<file path="src/rtl/multiplexer_n_to_1_reg.sv">
// rtl/multiplexer_n_to_1_reg.sv - registered N-to-1 multiplexer with explicit and round-robin select
module multiplexer_n_to_1_reg #(
  parameter int N_BITS        = 32,
  parameter int N_INPUTS      = 4,
  parameter int DEFAULT_INDEX = 0,
  localparam int SEL_BITS     = (N_INPUTS > 2) ? $clog2(N_INPUTS) : 1
) (
  input  logic                         clk,
  input  logic                         reset,
  input  logic                         enable_i,
  input  logic                         flush_i,
  input  logic                         mode_i,
  input  logic [SEL_BITS-1:0]          selector_i,
  input  logic [N_INPUTS*N_BITS-1:0]   data_i,
  input  logic [N_INPUTS-1:0]          valid_i,
  output logic [N_BITS-1:0]            mux_o,
  output logic                         valid_o,
  output logic [SEL_BITS-1:0]          sel_o,
  output logic                         sel_error_o
);

  localparam logic [SEL_BITS:0]   N_IN_W   = (SEL_BITS+1)'(N_INPUTS);
  localparam logic [SEL_BITS-1:0] DEF_SEL  = SEL_BITS'(DEFAULT_INDEX);
  localparam logic [SEL_BITS-1:0] LAST_SEL = SEL_BITS'(N_INPUTS - 1);

  logic [N_BITS-1:0]   data_arr [N_INPUTS];
  logic                in_range;
  logic [SEL_BITS-1:0] exp_sel;
  logic [SEL_BITS-1:0] rr_ptr;
  logic [SEL_BITS-1:0] rr_grant;
  logic [SEL_BITS-1:0] rr_next;
  logic                rr_found;

  always_comb begin
    for (int k = 0; k < N_INPUTS; k++) begin
      data_arr[k] = data_i[k*N_BITS +: N_BITS];
    end
  end

  // With a power-of-two input count every selector value is legal.
  assign in_range = {1'b0, selector_i} < N_IN_W;
  assign exp_sel  = in_range ? selector_i : DEF_SEL;

  // Walk offsets from far to near so the nearest valid input after rr_ptr wins.
  always_comb begin
    int idx;
    idx      = 0;
    rr_found = 1'b0;
    rr_grant = '0;
    for (int off = N_INPUTS - 1; off >= 0; off--) begin
      idx = int'(rr_ptr) + off;
      if (idx >= N_INPUTS) idx = idx - N_INPUTS;
      if (valid_i[idx]) begin
        rr_found = 1'b1;
        rr_grant = SEL_BITS'(idx);
      end
    end
  end

  assign rr_next = (rr_grant == LAST_SEL) ? '0 : rr_grant + 1'b1;

  always_ff @(posedge clk or posedge reset) begin
    if (reset) begin
      mux_o       <= '0;
      valid_o     <= 1'b0;
      sel_o       <= '0;
      sel_error_o <= 1'b0;
      rr_ptr      <= '0;
    end else if (flush_i) begin
      mux_o   <= '0;
      valid_o <= 1'b0;
    end else if (enable_i) begin
      if (mode_i) begin
        if (rr_found) begin
          mux_o   <= data_arr[rr_grant];
          valid_o <= 1'b1;
          sel_o   <= rr_grant;
          rr_ptr  <= rr_next;
        end else begin
          valid_o <= 1'b0;
        end
      end else begin
        mux_o   <= data_arr[exp_sel];
        valid_o <= valid_i[exp_sel];
        sel_o   <= exp_sel;
        if (!in_range) sel_error_o <= 1'b1;
      end
    end
  end

endmodule

</file>
<file path="config.mk">
export PLATFORM = sky130hd
export DESIGN_NAME = multiplexer_n_to_1_reg
export DESIGN_NICKNAME = d
export VERILOG_FILES = /design/src/rtl/multiplexer_n_to_1_reg.sv
export SDC_FILE = /design/constraint.sdc
export NUM_CORES = 1
export LEC_CHECK = 0
export ABC_AREA = 0
export BUFFER_PORTS_ARGS = -buffer_cell sky130_fd_sc_hd__buf_2
export CAP_MARGIN = 20
export CORE_ASPECT_RATIO = 0.75
export CORE_MARGIN = 5
export CORE_UTILIZATION = 35
export CTS_BUF_LIST = sky130_fd_sc_hd__clkbuf_4
export CTS_CLUSTER_SIZE = 14
export DETAILED_ROUTE_END_ITERATION = 10
export PLACE_DENSITY = 0.66
export SETUP_SLACK_MARGIN = 0.15
export SYNTH_ARGS = -nofsm -noshare
export SYNTH_HDL_FRONTEND = slang
export SYNTH_SLANG_ARGS = --single-unit
</file>
<file path="constraint.sdc">
create_clock -name clk -period 3.49 [get_ports clk]
set_input_delay 0.698 -clock clk [delete_from_list [all_inputs] [get_ports clk]]
set_output_delay 0.698 -clock clk [all_outputs]
set_load 0.05 [all_outputs]
</file>
==> results.env <==
RUN_STATUS='complete, no violations'
CLOCK.FMAX_MHz=362.6
POWER.SHARE.COMBINATIONAL=0.611
CP_SLOWEST_STAGE_DELAY_PS=780
GLOBAL_ROUTE_WIRE_LENGTH_BEFORE_REPAIR_UM=24520
CORE_UM2=11070
REPORT.FINAL.SLEW_VIOL_COUNT=0
SYNTH_SIMPLE_GATE_AREA_FRAC=0.1443
ANTENNA_VIOLATIONS_BEFORE_REPAIR=0
AVGVIACOUNTPERCELL=6.526
STARTPOINT_TYPE='input pin'
CTS_RESIZED=0
YOSYS.AREA_SHARE.ADDER=0
DRIVE_ABOVE_1_SHARE=0.4245
IO_BUFFER_COUNT=173
YS_WARN_COUNT=0
SYNTH_ASYNC_SR_FLOP_SHARE=1.000
MAX-CAP-VIOLATIONS=0
YS.FLOP_TYPE='sky130_fd_sc_hd__dfrtp_1'
YOSYSSEQAREASHARE=0.2316
FINAL_NET_COUNT=702
CTS_INSERTED_BUFFERS=5
TIMING.CRITICAL_PATH.MODE_CELL='sky130_fd_sc_hd__buf_4'
CP_SLOWEST_CELL='sky130_fd_sc_hd__a21boi_4'
PATH_CELLS='buf_2, nor4_1, buf_4, a21boi_4, buf_4, nor3b_1, a2111oi_0, a311oi_1'
POSTROUTEWIRELENGTH_UM=15510
REPORT.FINAL.SETUP_VIOL=0
TRANSITION_TIME_AT_THE_PIN_WITH_THE_LEAST_SLEW_MARGIN_PS=1121
GRT_MAX_DEGREE=67
DRTPASS1ITERATIONS=5
FIN_UTIL=0.4531
YS_TYPES=35
VIA_COUNT=4588
FIRST_GLOBAL_VIAS=4822
STARTING_UTILIZATION_OF_THE_CORE_AREA=0.3613
AREA_DELTA_SYNTH_FINAL_PCT=25.41
DRT-INITIAL-DRC-COUNT=432
VDD.IR_DROP.WORST_mV=0.4224
WORST_SKEW_PAIR.LATE_LATENCY_PS=360
FILLERS=1105
SWSHARE=0.5123
CTS_HOLD_BUF=0
TRACK_USAGE=0.2213
CTS_NUM_SINKS=37
POSTROUTEANTENNANETS=0
MAX_SLEW_MARGIN=0.2529
SYN_AREA_UM2=3998
FINALCRITPERIODSHARE=0.7902
HOLD_VIOL=0
CRITICAL_PATH_DEPTH=8
FINALSETUPTNS_PS=0
SYNTH_AREA_PER_CELL_UM2=9.473
R2R_SETUP_SLACK_PS=1140
ROUTEDWLPERCELL_UM=22.07
TIMING.SETUP.CRITICAL_PATH_CLASS='input pin to register'
SYNTH-COMPOUND-AREA-SHARE=0.2839
CELL_INTERNAL_PWR_mW=1.035
CTS_TREE='done'
SYNTH-EDFF-COUNT=0
WORST_SETUP_PATH_END_KIND='register'
TIMING.REG2REG.WORST_PATH_DEPTH=5
YS_SEQ_ELEMENTS=37
TIMING.CRITICAL_PATH.BUF_INV=3
POSTSYNTHCELLCOUNT=422
SYN_NETS=561
WORST_EP_REQUIRED_PS=3700
DIE_WIDTH_UM=133.4
PRE_CTS_WS_PS=365.3
SEQUENTIAL_CELL_AREA_UM2=925.9
ARRIVAL_TIME_WORST_ENDPOINT_PS=2970
POST_SYNTH_MUX_AREA_SHARE=0.2714
TIGHTEST_HOLD_MARGIN_PS=451.9
CLOCK_TREE.BUFFER_DEPTH=2
SETUP_WS_PS=732.2
CLOCK_POWER_SHARE=0.113
POST_CTS_BUFFERS=0
MULTI_INPUT_AREA_UM2=2858
ROW_COUNT=33
CP_MAX_FO=38
GRT_SETUP_UNREPAIRED='no'
CTS.ROOT.BUFFER_CELL='sky130_fd_sc_hd__clkbuf_4'
SYNTHXORXNORAREAFRAC=0.002191
STATIC_LEAKAGE_nW=2.183
TOP_LEVEL_PORTS=175
MIN-DELAY-PATH-CLASS='input pin to asynchronous set/reset pin'
SHARE_OF_POWER_BURNED_IN_REGISTERS=0.276
DP_HPWL_UM=10610
GLOBALPLACE.CONGESTION=0.8154
TIMING.CLOCK.SKEW_PS=5.870
PATH_DELAY_FAMILY='compound AO/OA/AOI/OAI gates'
GRT_OVERFLOW_TOTAL=0
CLKSLEWWORSTSETUPHOLDPATHS_PS=120
FINAL.MIN_CLOCK_PERIOD_PS=2758
NET_SWITCHING_POWER_FIGURE_mW=1.087
DP_CELLS=696
DIEHEIGHT_UM=102.6
INSERTEDDIODECOUNT=0
TOTAL_DIE_AREA_UM2=13680
FINAL_INSTANCE_COUNT_EXCL_FILLERS=703
DRC=0
POWER_PER_CELL_AREA_nW_PER_UM2=423.3
SYNTH_TOP_FAMILY_BY_AREA='compound AO/OA/AOI/OAI gates'
CTSHTREEMAXLEVEL=2
==> layout by cell type, fill, tap and decap left out, types with 2 or more instances in the layout <==
cell type / instances
sky130_fd_sc_hd__a21oi_1: 34
sky130_fd_sc_hd__a311oi_1: 31
sky130_fd_sc_hd__mux4_2: 33
sky130_fd_sc_hd__a2111oi_2: 6
sky130_fd_sc_hd__or3_1: 2
sky130_fd_sc_hd__clkbuf_4: 6
sky130_fd_sc_hd__nor3b_1: 32
sky130_fd_sc_hd__dfrtp_1: 37
sky130_fd_sc_hd__buf_4: 13
sky130_fd_sc_hd__nand2_1: 70
sky130_fd_sc_hd__o221ai_1: 32
sky130_fd_sc_hd__buf_2: 173
sky130_fd_sc_hd__inv_1: 5
sky130_fd_sc_hd__o21ai_0: 3
sky130_fd_sc_hd__a211oi_1: 2
sky130_fd_sc_hd__clkinv_1: 2
sky130_fd_sc_hd__nor2b_1: 4
sky130_fd_sc_hd__a2111oi_0: 26
sky130_fd_sc_hd__mux2i_1: 33
==> path summary, 6_finish.rpt <==
path	start	endpoint
min in group clk	sel_o[1]	sel_o[1]
min reg2reg	sel_o[1]	sel_o[1]
max	valid_i[3]	mux_o[20]
min	reset	mux_o[19]
max reg2reg	rr_ptr[0]	mux_o[24]
max in group asynchronous	reset	mux_o[28]
==> power by group through the flow <==
stage / clock [mW] / sequential [mW] / combinational (mW)
6_report: 0.240 / 0.586 / 1.30
5_1_grt: 0.261 / 0.593 / 1.37
4_1_cts: 0.247 / 0.583 / 1.29
3_5_place_dp: 0 / 0.591 / 1.28
3_3_place_gp: 0 / 0.585 / 1.27
2_1_floorplan: 0 / 0.789 / 0.714
==> tightest hold or removal path, delay by kind of cell <==
kind     cells  cell delay [ps]
buf+inv      3              580
==> cell type report <==
type / instances / share of cell area
clock buffers: 6 / 0.008984
clock inverters: 1 / 0.0007487
inverters: 6 / 0.004492
multi-input cells: 326 / 0.5700
flip-flops and latches: 37 / 0.1847
well taps: 140 / 0.03494
repair buffers: 187 / 0.1962
==> kinds of logic after synthesis <==
logic type	count (synthesis)
muxes	67
xor gates and xnor gates	1
DFF	37
buffers and inverters	59
AOI/OAI and AO/OA	142
and+or+nand+nor	115
other	1
==> cell usage after synthesis, types with 2 or more instances <==
master | n | area share
sky130_fd_sc_hd__a311oi_1 | 31 | 0.068
sky130_fd_sc_hd__clkbuf_1 | 37 | 0.035
sky130_fd_sc_hd__a211oi_1 | 2 | 0.0038
sky130_fd_sc_hd__or3_1 | 2 | 0.0031
sky130_fd_sc_hd__buf_6 | 2 | 0.0056
sky130_fd_sc_hd__nor2b_1 | 4 | 0.0063
sky130_fd_sc_hd__buf_4 | 4 | 0.0075
sky130_fd_sc_hd__dfrtp_1 | 37 | 0.23
sky130_fd_sc_hd__o221ai_1 | 33 | 0.072
sky130_fd_sc_hd__inv_1 | 6 | 0.0056
sky130_fd_sc_hd__nor3b_1 | 32 | 0.060
sky130_fd_sc_hd__nor2_1 | 2 | 0.0019
sky130_fd_sc_hd__a2111oi_2 | 6 | 0.023
sky130_fd_sc_hd__a21oi_1 | 35 | 0.044
sky130_fd_sc_hd__o21ai_0 | 3 | 0.0038
sky130_fd_sc_hd__mux2i_1 | 33 | 0.083
sky130_fd_sc_hd__mux4_2 | 33 | 0.19
sky130_fd_sc_hd__buf_2 | 9 | 0.011
sky130_fd_sc_hd__nand2_1 | 70 | 0.066
sky130_fd_sc_hd__a2111oi_0 | 26 | 0.057
==> flip-flops by register name (all words and copies together), names as in the netlist <==
register / count
rr_ptr: 2
mux_o: 32
sel_o: 2
valid_o: 1
==> per-layer routing <==
layer	wire length, µm	GRT usage
met1	6516	0.2850
met4	316	0.08063
met3	1463	0.04049
met5	0	0
met2	7216	0.3787
==> stage by stage <==
stage                     total power [mW]  instance area [µm²]
after floorplan                      1.502                 3998
after global placement               1.853                 4965
after detailed placement             1.875                 4965
after CTS                            2.116                 5014
after global routing                 2.228                 5014
final                                2.122                 5014
Note: power is estimated with default switching activity, not from simulation.
